<file path="src/rtl/coherence_dir_arbiter.sv">
// coherence_dir_arbiter
// Serialises read-miss / write-miss / write-back requests from two cache nodes
// onto a single MSI directory. It sends one-cycle message pulses to the directory,
// forwards the directory's fetch/invalidate messages to the remote node, collects
// the acknowledgements and pulses done to the requester.
// Build option: STRICT_PRIORITY_EN -- node 0 wins every simultaneous request
// (no round-robin, so node 1 can starve).
module coherence_dir_arbiter #(
  parameter int ADDR_W      = 4,
  parameter int ACK_TIMEOUT = 15
) (
  input  logic              clock,
  input  logic              resetn,
  input  logic [1:0]        req,
  input  logic [1:0]        reqType0,
  input  logic [1:0]        reqType1,
  input  logic [ADDR_W-1:0] reqAddr0,
  input  logic [ADDR_W-1:0] reqAddr1,
  output logic [1:0]        grant,
  output logic [1:0]        done,
  output logic              dirReadMiss,
  output logic              dirWriteMiss,
  output logic              dirWriteBack,
  output logic              dirRequester,
  output logic [ADDR_W-1:0] dirAddr,
  input  logic              dirFetch,
  input  logic              dirInvalidate,
  input  logic              dirDataValueReply,
  input  logic [1:0]        sharers,
  output logic [1:0]        fetchOut,
  output logic [1:0]        invalidateOut,
  input  logic [1:0]        nodeAck,
  output logic              busy,
  output logic              timeoutErr,
  output logic [2:0]        currentState
);

  typedef enum logic [2:0] {
    S_IDLE     = 3'b000,
    S_ISSUE    = 3'b001,
    S_WAIT_DIR = 3'b010,
    S_WAIT_ACK = 3'b011,
    S_COMPLETE = 3'b100
  } state_t;

  localparam logic [1:0] MSG_READ_MISS  = 2'b01;
  localparam logic [1:0] MSG_WRITE_MISS = 2'b10;
  localparam logic [1:0] MSG_WRITE_BACK = 2'b11;
  localparam logic [7:0] TMO_LIMIT      = 8'(ACK_TIMEOUT);

  state_t            state;
  logic              owner;
  logic [1:0]        req_type;
  logic [1:0]        pending;
  logic              reply_seen;
  logic [7:0]        tmo_cnt;
`ifndef STRICT_PRIORITY_EN
  logic              last_grant;
`endif

  logic              win_id;
  logic [1:0]        win_type;
  logic [ADDR_W-1:0] win_addr;
  logic [1:0]        owner_oh;
  logic [1:0]        remote_oh;
  logic [1:0]        inv_pend;
  logic [1:0]        ack_left;
  logic              reply_next;
  logic              tmo_hit;

  // Winner selection for a new transaction and the request fields it carries
  always_comb begin
    win_id = 1'b0;
`ifdef STRICT_PRIORITY_EN
    win_id = ~req[0];
`else
    if (req == 2'b11) win_id = ~last_grant;
    else              win_id = req[1] & ~req[0];
`endif
    win_type = win_id ? reqType1 : reqType0;
    win_addr = win_id ? reqAddr1 : reqAddr0;
  end

  // Decodes of the current owner, forward targets and timeout condition
  always_comb begin
    owner_oh     = owner ? 2'b10 : 2'b01;
    remote_oh    = ~owner_oh;
    inv_pend     = sharers & remote_oh;
    ack_left     = pending & ~nodeAck;
    reply_next   = reply_seen | dirDataValueReply;
    tmo_hit      = (tmo_cnt + 8'd1) == TMO_LIMIT;
    currentState = state;
  end

  // Transaction FSM with registered outputs
  always_ff @(posedge clock or negedge resetn) begin
    if (!resetn) begin
      state         <= S_IDLE;
      owner         <= 1'b0;
      req_type      <= '0;
      pending       <= '0;
      reply_seen    <= 1'b0;
      tmo_cnt       <= '0;
`ifndef STRICT_PRIORITY_EN
      last_grant    <= 1'b1;
`endif
      grant         <= '0;
      done          <= '0;
      dirReadMiss   <= 1'b0;
      dirWriteMiss  <= 1'b0;
      dirWriteBack  <= 1'b0;
      dirRequester  <= 1'b0;
      dirAddr       <= '0;
      fetchOut      <= '0;
      invalidateOut <= '0;
      busy          <= 1'b0;
      timeoutErr    <= 1'b0;
    end else begin
      dirReadMiss  <= 1'b0;
      dirWriteMiss <= 1'b0;
      dirWriteBack <= 1'b0;
      done         <= '0;
      case (state)
        S_IDLE: begin
          if (req != '0) begin
            owner        <= win_id;
            req_type     <= win_type;
            grant        <= win_id ? 2'b10 : 2'b01;
            dirRequester <= win_id;
            dirAddr      <= win_addr;
            // The message pulse is launched here so it is high exactly during ISSUE
            dirReadMiss  <= (win_type == MSG_READ_MISS);
            dirWriteMiss <= (win_type == MSG_WRITE_MISS);
            dirWriteBack <= (win_type == MSG_WRITE_BACK);
            busy         <= 1'b1;
            state        <= S_ISSUE;
          end
        end

        S_ISSUE: begin
          tmo_cnt    <= '0;
          reply_seen <= 1'b0;
          if (req_type == MSG_READ_MISS || req_type == MSG_WRITE_MISS) begin
            state <= S_WAIT_DIR;
          end else begin
            done  <= owner_oh;
            state <= S_COMPLETE;
          end
        end

        S_WAIT_DIR: begin
          if (tmo_hit) begin
            timeoutErr    <= 1'b1;
            pending       <= '0;
            fetchOut      <= '0;
            invalidateOut <= '0;
            done          <= owner_oh;
            state         <= S_COMPLETE;
          end else if (dirFetch) begin
            pending    <= remote_oh;
            fetchOut   <= remote_oh;
            reply_seen <= dirDataValueReply;
            tmo_cnt    <= '0;
            state      <= S_WAIT_ACK;
          end else if (dirInvalidate && inv_pend != '0) begin
            pending       <= inv_pend;
            invalidateOut <= inv_pend;
            reply_seen    <= dirDataValueReply;
            tmo_cnt       <= '0;
            state         <= S_WAIT_ACK;
          end else if (dirDataValueReply) begin
            // Also covers an invalidate with no remote sharer arriving with the reply
            done  <= owner_oh;
            state <= S_COMPLETE;
          end else begin
            tmo_cnt <= tmo_cnt + 8'd1;
          end
        end

        S_WAIT_ACK: begin
          if (tmo_hit) begin
            timeoutErr    <= 1'b1;
            pending       <= '0;
            fetchOut      <= '0;
            invalidateOut <= '0;
            done          <= owner_oh;
            state         <= S_COMPLETE;
          end else begin
            pending       <= ack_left;
            fetchOut      <= fetchOut & ~nodeAck;
            invalidateOut <= invalidateOut & ~nodeAck;
            if (ack_left == '0) begin
              tmo_cnt <= '0;
              if (reply_next) begin
                done  <= owner_oh;
                state <= S_COMPLETE;
              end else begin
                reply_seen <= 1'b0;
                state      <= S_WAIT_DIR;
              end
            end else begin
              reply_seen <= reply_next;
              tmo_cnt    <= tmo_cnt + 8'd1;
            end
          end
        end

        S_COMPLETE: begin
`ifndef STRICT_PRIORITY_EN
          last_grant   <= owner;
`endif
          grant        <= '0;
          dirRequester <= 1'b0;
          dirAddr      <= '0;
          busy         <= 1'b0;
          state        <= S_IDLE;
        end

        default: state <= S_IDLE;
      endcase
    end
  end

endmodule
</file>
<file path="config.mk">
export PLATFORM = sky130hd
export DESIGN_NAME = coherence_dir_arbiter
export DESIGN_NICKNAME = d
export VERILOG_FILES = /design/src/rtl/coherence_dir_arbiter.sv
export SDC_FILE = /design/constraint.sdc
export NUM_CORES = 1
export LEC_CHECK = 0
export CORE_ASPECT_RATIO = 1.4
export CORE_MARGIN = 8
export CORE_UTILIZATION = 25
export CTS_BUF_LIST = sky130_fd_sc_hd__clkbuf_16
export CTS_CLUSTER_SIZE = 40
export DETAILED_ROUTE_END_ITERATION = 8
export GPL_ROUTABILITY_DRIVEN = 1
export GPL_TIMING_DRIVEN = 0
export PLACE_DENSITY_LB_ADDON = 0.2
export SYNTH_ARGS = -nofsm -noshare
export SYNTH_HDL_FRONTEND = slang
export SYNTH_SLANG_ARGS = --single-unit
</file>
<file path="constraint.sdc">
create_clock -name clock -period 3.36 [get_ports clock]
set_input_delay 0.672 -clock clock [delete_from_list [all_inputs] [get_ports clock]]
set_output_delay 0.672 -clock clock [all_outputs]
set_load 0.005 [all_outputs]
</file>
# == Word level (Yosys, flattened, before mapping) ==
# Index checks and enable logic that the tools add are counted.
# W data, S select, Z words.
# op_classes
add_sub_neg,1
n_mul,0
n_div,0
n_lt_le_gt_ge,0
n_eq_ne,23
shifts,0
mux,65
bitwise_logic,10
reduce_logical,19
# ops
operator,n
$mux W8,6
$mux W2,22
$mux W3,9
$pmux W8 S3,1
$ne A3 B3 Y1 const B,6
$pmux W2 S2,4
$mux W1,15
$pmux W3 S4,1
$reduce_and A2 Y1,5
$add A8 B1 Y8 const B,1
$and A2 B2 Y2,4
$eq A2 B2 Y1 const B,4
$eq A8 B4 Y1 const B,1
$mux W4,2
$ne A4 B4 Y1 const B,2
$pmux W4 S2,1
$reduce_bool A2 Y1,4
$eq A3 B2 Y1 const B,2
$ne A2 B2 Y1 const B,3
$pmux W2 S3,1
$reduce_and A3 Y1,2
$ne A5 B5 Y1 const B,1
$reduce_and A5 Y1,1
$eq A2 B1 Y1 const B,2
other kinds (15),18
# word_totals
regBits,36
latchBits,0
ram_bits,0
mem_bits_ro,0
out_inout_bits,21
memories,0

# == Logic depth before layout (Yosys ltp) ==
# Gate-level depths: netlist of run 1.
# depth
ltp_word,9
ltp_mapped,7
ltp_nobuf,7

# == Worst setup path after synthesis of run 1 ==
# No wires, ideal clock.
# synth_path
kind,register -> register
start,reg tmo_cnt[0]
end,reg tmo_cnt[1]
setup_ps,128
t_arrival_ps,2160
t_required_ps,3232
path_slack_ps,1072
stages_incl_launch_ff,7
n_path_buf,0
path_cell_list,dfrtp_1 ha_1 xor2_1 or4b_4 a221oi_4 nor3_2 mux2_1
# synth_via
elab_chain_cells,6
# synth_rtl
item,line,rtl
from (decl),56,logic [7:0] tmo_cnt;
from (signal assigned),176,tmo_cnt <= tmo_cnt + 8'd1;
from (signal assigned),203,tmo_cnt <= tmo_cnt + 8'd1;
$add A8 B1 Y8 *,"91, 176, 203",
$mux W8,171,end else if (dirDataValueReply) begin
$mux W8,165,end else if (dirInvalidate && inv_pend != '0) begin
$mux W8,159,end else if (dirFetch) begin
$mux W8,152,if (tmo_hit) begin
$pmux W8 S3,123,case (state)
# Mark *: on every way between the ends. The rest lies on a longest branch, timed or not. The select of a mux whose other input is x is not followed.
# A chain may end at the register's enable or synchronous reset.

# == Worst setup path after layout of run 1 ==
# layout_path
start,reg tmo_cnt[1]
end,reg tmo_cnt[1]
# Same word-level chain as after synthesis.

==> out/metrics.sh, run 1 <==
POWER.TOTAL_mW=1.927
POST_LAYOUT_NONFILLER_INSTANCES=359
REGISTER_AREA_UM2=877.1
RUN_STATUS='finished clean'
TIMING.CLOCK.SKEW_NS=0.006488
NETLIST-CELL-TYPE-COUNT=58
CTS-ROOT-TO-SINK-BUFFERS=2
CRIT_ARRIVAL_NS=2.74
CLOCK_TREE_FROM_TRITONCTS='yes'
ANTENNA-DIODE-COUNT=0
MAXSLEWHEADROOM_PCT=43.86
REMAINING_DRC_ERRORS=0
GP_CONGESTION=0.7763
FINALWORSTPATHREQUIREDPERIOD_NS=2.576
POSTSYNTHAREAPERCELL_UM2=9.489
TNS_NS=0
P_LEAK_nW=1.091
CRIT_END='tmo_cnt[1]$_DFFE_PN0P_'
HOLDWS_NS=0.4578
ROUTED-VIA-COUNT=1782
FIRST_ITER_VIOLATIONS=103
COUNT_OF_ENDPOINTS_FAILING_SETUP_IN_THE_FINAL_REPORT=0
CORE.ROWCOUNT=38
HOLD_CLASS='reg2reg'
NUMCTSBUFFERS=5
TIMING.REG2REG.WORST_PATH_DEPTH=6
POSTLAYOUTCOREUTIL_PCT=34.49
DIE_W_UM=91.28
POWERDENSITY_nW_PER_UM2=721.0
SYNTH_FF_TYPE='dfrtp_1'
DIE-AREA_UM2=11080
SYNTHTOLAYOUTAREAGROWTH_PCT=34.76
WORST_SKEW_PAIR.LATE_LATENCY_NS=0.29
POSTCTSRESIZEDCELLS=0
HOLDBUFCOUNTCTS=0
CTS_ROOT_BUF='clkbuf_16'
SYNTH_FP_NETS=234
LAYOUT_WORST_PATH_CYCLE_SHARE_PCT=76.68
IR_WORST_VDD_V=0.0002504
SYNTH_ENABLE_FLOP_CELLS=0
FLOORPLAN.INITIALDENSITY_PCT=25.59
MET2_CAPACITY_USAGE_DURING_GLOBAL_ROUTING_PCT=18.56
POST_SYNTH_INSTANCE_AREA_UM2=1983
GRT_OVERFLOW=0
LARGEST_NET_DEGREE_AT_THE_START_OF_GLOBAL_ROUTING=36
ASYNC_FLOP_SHARE_PCT=100.0
MULTI_INPUT_COMB_AREA_UM2=1033
FIRST_PASS_ITERS=6
CRITICAL_PATH.REG2REG.ENDPOINT='tmo_cnt[1]$_DFFE_PN0P_'
GLOBAL_ROUTE.USAGE.MET1_PCT=11.63
R2R-START='tmo_cnt[1]$_DFFE_PN0P_'
CP-START-KIND='flop'
VIAS_IN_THE_FIRST_GLOBAL_ROUTE=1879
HTREE_LEVELS=2
VIAS_PER_CELL=4.964
SHARE_OF_LAYOUT_CELLS_ABOVE_DRIVE_STRENGTH_1_PCT=8.494
CP-STARTPOINT='tmo_cnt[1]$_DFFE_PN0P_'
DRV.MAX_CAP_VIOLATION_COUNT=0
YOSYSWARNINGCOUNT=0
REQUIRED_NS=3.53
ANT_NETS=0
TIMING.REG2REG.SETUP_SLACK_NS=0.78
PLACEABLECOREAREA_UM2=7750
TIMING.FINAL.MAX_SLEW_VIOLATIONS=0
HOLD_VIOL=0
GRT_FIRST_PASS_WIRELENGTH_UM=9425
POST-CTS-SETUP-BUFFERS=0
GRT.BUSIEST_LAYER='met2'
GRT.MET3_USAGE_PCT=2.786
WORST_SETUP_PATH_END_KIND='flop'
WORST-PATH-MAX-FANOUT=10
RSZ0062_AT_GRT='no'
SYNTH-SEQ-CELLS=35
PLACEMENT.IO_BUFFERS=42
PROPORTION_OF_SYNTHESIZED_CHIP_AREA_IN_SEQUENTIAL_CELLS_PCT=44.23
NUMBER_OF_ANTENNA_VIOLATIONS_AT_THE_FIRST_CHECK_IN_GLOBAL_ROUTING=0
GLOBAL_ROUTE.USAGE.TOTAL_PCT=10.54
FLOORPLAN.DIE.HEIGHT_UM=121.4
NFILLCELLS=810
IOPINCOUNT=44
PATH_CLASS='reg2reg'
TIMING.FMAX_MHz=388.1
WIRE_PER_INST_UM=15.58
POSTSYNTHCELLCOUNT=209
DP_HPWL_UM=4115
PLACEDCELLCOUNT=351
ROUTED_WL_UM=5594
MAX_SLEW.WORST_PIN.SLEW_NS=0.8404
PATH_CLK_SLEW_NS=0.06
CLOCK_SINK_COUNT=35
FINALNETCOUNT=283
## synth_stat cells, types with 5 or more instances
master	instances	area (um^2)
o21ai_0	15	75.07
o31ai_1	5	37.54
a21oi_1	13	65.06
nand2_1	14	52.55
nand3_1	7	35.03
nor2_1	16	60.06
a211oi_1	5	37.54
mux2i_1	6	60.06
inv_1	8	30.03
dfrtp_1	34	850.8
clkbuf_1	7	26.28
o41ai_1	5	43.79
## stage by stage
step | cell area [um^2] | setup WS, ns
4_1_cts | 2673 | 0.7894
2_1_floorplan | 1983 | 1.072
3_3_place_gp | 2529 | 0.5214
6_report | 2673 | 0.7836
3_5_place_dp | 2524 | 0.5210
5_1_grt | 2673 | 0.5970
## how the worst min path moves through the flow
| stage | start | end | slack, ns | cells past startpoint |
|---|---|---|---|---|
| floorplan | resetn | busy$_DFFE_PN0P_ | 0.38 | 0 |
| detailed placement | timeoutErr$_DFFE_PN0P_ | timeoutErr$_DFFE_PN0P_ | 0.45 | 1 |
| global placement | timeoutErr$_DFFE_PN0P_ | timeoutErr$_DFFE_PN0P_ | 0.45 | 1 |
| CTS | timeoutErr$_DFFE_PN0P_ | timeoutErr$_DFFE_PN0P_ | 0.47 | 1 |
| finish | timeoutErr$_DFFE_PN0P_ | timeoutErr$_DFFE_PN0P_ | 0.46 | 1 |
| global route | timeoutErr$_DFFE_PN0P_ | timeoutErr$_DFFE_PN0P_ | 0.50 | 1 |
## per-layer routing
metal	up-vias	wire [um]
li1	883	-
met1	856	2354
met2	37	2869
met3	6	275
met4	0	95
met5	-	0
## final cells by class
| type | instances | share of cell area (%) |
|---|---|---|
| Inverter | 9 | 1.264 |
| Timing Repair Buffer | 42 | 15.54 |
| Buffer | 9 | 1.451 |
| Tap cell | 100 | 4.682 |
| Multi-Input combinational cell | 156 | 38.67 |
| Clock inverter | 3 | 0.8895 |
| Clock buffer | 5 | 4.682 |
| Sequential cell | 35 | 32.82 |
## where the power goes
group          total, mW  internal [mW]  leakage, nW  switching [mW]
Combinational      0.805          0.384        0.572           0.421
Clock              0.469          0.277       0.0664           0.192
Sequential         0.653          0.559        0.452          0.0931
## critical path, stage by stage (launching register included)
cell and delay [ns]:
dfrtp_1 0.45, ha_1 0.27, xor2_1 0.17, or4b_4 0.58, a221oi_4 0.57, nor3_2 0.09, mux2_1 0.32
## logic make-up (layout without fill, tap and decap cells)
logic type | count (synthesis) | in the layout | synth area share, %
fa+ha+maj | 2 | 2 | 1.262
buf+inv | 18 | 68 | 3.659
mux | 8 | 8 | 4.164
simple gates | 69 | 69 | 18.99
compound gates | 75 | 75 | 26.81
flops | 35 | 35 | 44.23
xor+xnor | 2 | 2 | 0.8834
## sequential cells by signal (all words and copies together), names as in the netlist, 2 cells and up
register and flops:
done 2, fetchOut 2, currentState 3, invalidateOut 2, pending 2, grant 2
dirAddr 4, req_type 2, tmo_cnt 8
## cells in the final DEF, fill, tap and decap left out, types with 5 or more instances in the layout
master	Yosys	final
dfrtp_1	34	34
clkbuf_16	0	5
mux2i_1	6	6
clkbuf_1	7	7
inv_1	8	8
nor2_1	16	16
o41ai_1	5	5
o21ai_0	15	15
a21oi_1	13	13
a211oi_1	5	5
clkdlybuf4s50_1	0	41
nand2_1	14	14
nand3_1	7	7
o31ai_1	5	5
No activity file was read; power rests on OpenSTA's default activity.
==> inputs of run 2 (changes only) <==
==> constraint.sdc (replaced) <==
create_clock -name clock -period 2.5 [get_ports clock]
set_input_delay 0.5 -clock clock [delete_from_list [all_inputs] [get_ports clock]]
set_output_delay 0.5 -clock clock [all_outputs]
set_load 0.005 [all_outputs]
==> out/metrics.sh, run 2 (synthesis gave the netlist of run 1 again) <==
REMAINING_DRC_ERRORS=0
REQUIRED_NS=2.67
MAX_SLEW.WORST_PIN.SLEW_NS=0.8329
CP_CELL_SEQUENCE='ha_1, xor2_1, or4b_4, a221oi_4, nor3_2, mux2_1'
HOLD_CLASS='in2async'
PATH_CLK_SLEW_NS=0.06
POWER.CLOCK.FRACTION_PCT=24.4
GLOBAL_ROUTE.USAGE.TOTAL_PCT=10.58
LARGEST_REGISTER_FFS=8
POWER.TOTAL_mW=2.592
FINALNETCOUNT=285
CPPEAKSTAGEDELAY_NS=0.58
SHARE_OF_LAYOUT_CELLS_ABOVE_DRIVE_STRENGTH_1_PCT=9.579
FINALWORSTPATHREQUIREDPERIOD_NS=2.329
CELL_INTERNAL_PWR_mW=1.641
CTS_ROOT_BUF='clkbuf_16'
ROUTE.LAYER.MET1.WL_UM=2377
HOLDBUFCOUNTCTS=0
WORST_SKEW_PAIR.LATE_LATENCY_NS=0.29
NUMCTSBUFFERS=5
ROUTED-VIA-COUNT=1791
CORE.ROWCOUNT=38
CRIT_ARRIVAL_NS=2.49
HTREE_LEVELS=2
FIRST_ITER_VIOLATIONS=84
NUMBER_OF_ANTENNA_VIOLATIONS_AT_THE_FIRST_CHECK_IN_GLOBAL_ROUTING=0
PRECTSSETUPSLACK_NS=-0.1670
ANTENNA-DIODE-COUNT=0
SWITCHINGPOWER_mW=0.9504
DP_HPWL_UM=4115
HOLD_VIOL=0
GRT_OVERFLOW=0
RSZ0062_AT_GRT='no'
IOPINCOUNT=44
WORST_SETUP_PATH_END_KIND='flop'
P_LEAK_nW=1.103
DR.MAX_LAYER_USED='met4'
FIRST_PASS_ITERS=4
DETAILROUTE.WIRELENGTH.MET3_UM=262
GP_CONGESTION=0.7763
LAYOUT_SETUP_WS_NS=0.1706
DIE-AREA_UM2=11080
CLOCK_SINK_COUNT=35
COMB_POWER_SHARE_PCT=41.8
RUN_STATUS='finished clean'
HOLDWS_NS=0.2974
SYNTHTOLAYOUTAREAGROWTH_PCT=35.58
ROUTED_WL_UM=5622
DIE_W_UM=91.28
WORST-PATH-MAX-FANOUT=7
VIAS_IN_THE_FIRST_GLOBAL_ROUTE=1884
NFILLCELLS=810
COMMONEST_CELLS_AFTER_ROUTING_FILL_AND_TAPS_ASIDE='41 x clkdlybuf4s50_1, 34 x dfrtp_1, 16 x nor2_1'
MET2_WIRELENGTH_UM=2890
MAXSLEWHEADROOM_PCT=44.35
PLACEMENT.IO_BUFFERS=42
LAYOUT_WORST_PATH_CYCLE_SHARE_PCT=93.18
DRV.MAX_CAP_VIOLATION_COUNT=0
TIMING.CLOCK.SKEW_NS=0.006040
TIMING.FINAL.MAX_SLEW_VIOLATIONS=0
IR_WORST_VDD_V=0.0003331
CP-START-KIND='flop'
WIRE_PER_INST_UM=15.57
POWERDENSITY_nW_PER_UM2=963.9
TIMING.FMAX_MHz=429.3
ANT_NETS=0
CRITICAL-PATH-SLOWEST-CELL='or4b_4'
FLOORPLAN.INITIALDENSITY_PCT=25.59
PLACEABLECOREAREA_UM2=7750
PATH_CLASS='reg2reg'
POWER.SHARE.SEQUENTIAL_PCT=33.8
MAX_FLOP_REGISTER='tmo_cnt'
LAYOUT.CELLS.MOST_COMMON='clkdlybuf4s50_1'
COUNT_OF_ENDPOINTS_FAILING_SETUP_IN_THE_FINAL_REPORT=0
CLOCK_TREE_FROM_TRITONCTS='yes'
CTS-ROOT-TO-SINK-BUFFERS=2
NETSWITCHINGFRACTION_PCT=36.67
VIAS_PER_CELL=4.961
FLOORPLAN.DIE.HEIGHT_UM=121.4
GRT_FIRST_PASS_WIRELENGTH_UM=9432
LARGEST_NET_DEGREE_AT_THE_START_OF_GLOBAL_ROUTING=36
[run 2: cell types whose count changed in the layout (fill, tap and decap cells not counted)]
cell      delta
clkbuf_1     -1
buf_4        +2
clkbuf_2     +1
[run 2: layout make-up]
cell class,count,area [um^2],area share [%]
clock buffer,5,125.1,4.653
inverter,9,33.78,1.256
sequential,35,877.1,32.62
multi-input combinational,156,1033,38.44
timing repair buffer,44,430.4,16.01
tap,100,125.1,4.653
clock inverter,3,23.77,0.8841
buffer,9,40.04,1.489
[run 2: critical path, delay by kind of cell, from the launching register on]
kind	cells	cell delay, ns
compound gates	1	0.35
xor+xnor	1	0.17
fa+ha+maj	1	0.27
flops	1	0.45
mux	1	0.32
simple gates	2	0.66
[run 2: power groups by stage]
stage	logic [mW]	registers, mW	clock network, mW
floorplan	0.611	0.878	0
global placement	1.10	0.891	0
detailed placement	1.10	0.892	0
CTS	1.11	0.884	0.658
global route	1.21	0.908	0.674
finish	1.08	0.877	0.632
[run 2: path summary, 6_finish.rpt]
kind / from / to / slack, ns / cells past startpoint
max reg2reg: tmo_cnt[1]$_DFFE_PN0P_ / tmo_cnt[1]$_DFFE_PN0P_ / 0.17 / 6
min: resetn / tmo_cnt[3]$_DFFE_PN0P_ / 0.30 / 1
max in group asynchronous: resetn / dirReadMiss$_DFF_PN0_ / 1.67 / 1
max: tmo_cnt[1]$_DFFE_PN0P_ / tmo_cnt[1]$_DFFE_PN0P_ / 0.17 / 6
min in group clock: timeoutErr$_DFFE_PN0P_ / timeoutErr$_DFFE_PN0P_ / 0.46 / 1
min reg2reg: timeoutErr$_DFFE_PN0P_ / timeoutErr$_DFFE_PN0P_ / 0.46 / 1
[run 2: layer usage]
layer / global-route usage, % / vias up
li1: - / 887
met5: 0 / -
met2: 18.70 / 39
met1: 11.63 / 859
met3: 2.786 / 6
met4: 4.625 / 0
[run 2: metrics by stage]
stage | setup TNS (ns) | instance area (um^2) | util [%] | instances
after floorplan | 0 | 1983 | - | 209
after global placement | -1.505 | 2529 | 32.63 | 351
after detailed placement | -0.7116 | 2524 | 32.56 | 351
after CTS | 0 | 2688 | 34.68 | 361
after global routing | 0 | 2689 | 34.69 | 361
final | 0 | 2689 | 34.69 | 361
[run 2: timing repair]
| action | in CTS | in global routing |
|---|---|---|
| hold endpoints to repair | 0 | 0 |
| gates cloned | 0 | 0 |
| buffers inserted | 2 | 0 |
| setup endpoints to repair | 1 | 4 |
| resized for setup | 0 | 2 |
| pin swaps | 1 | 0 |
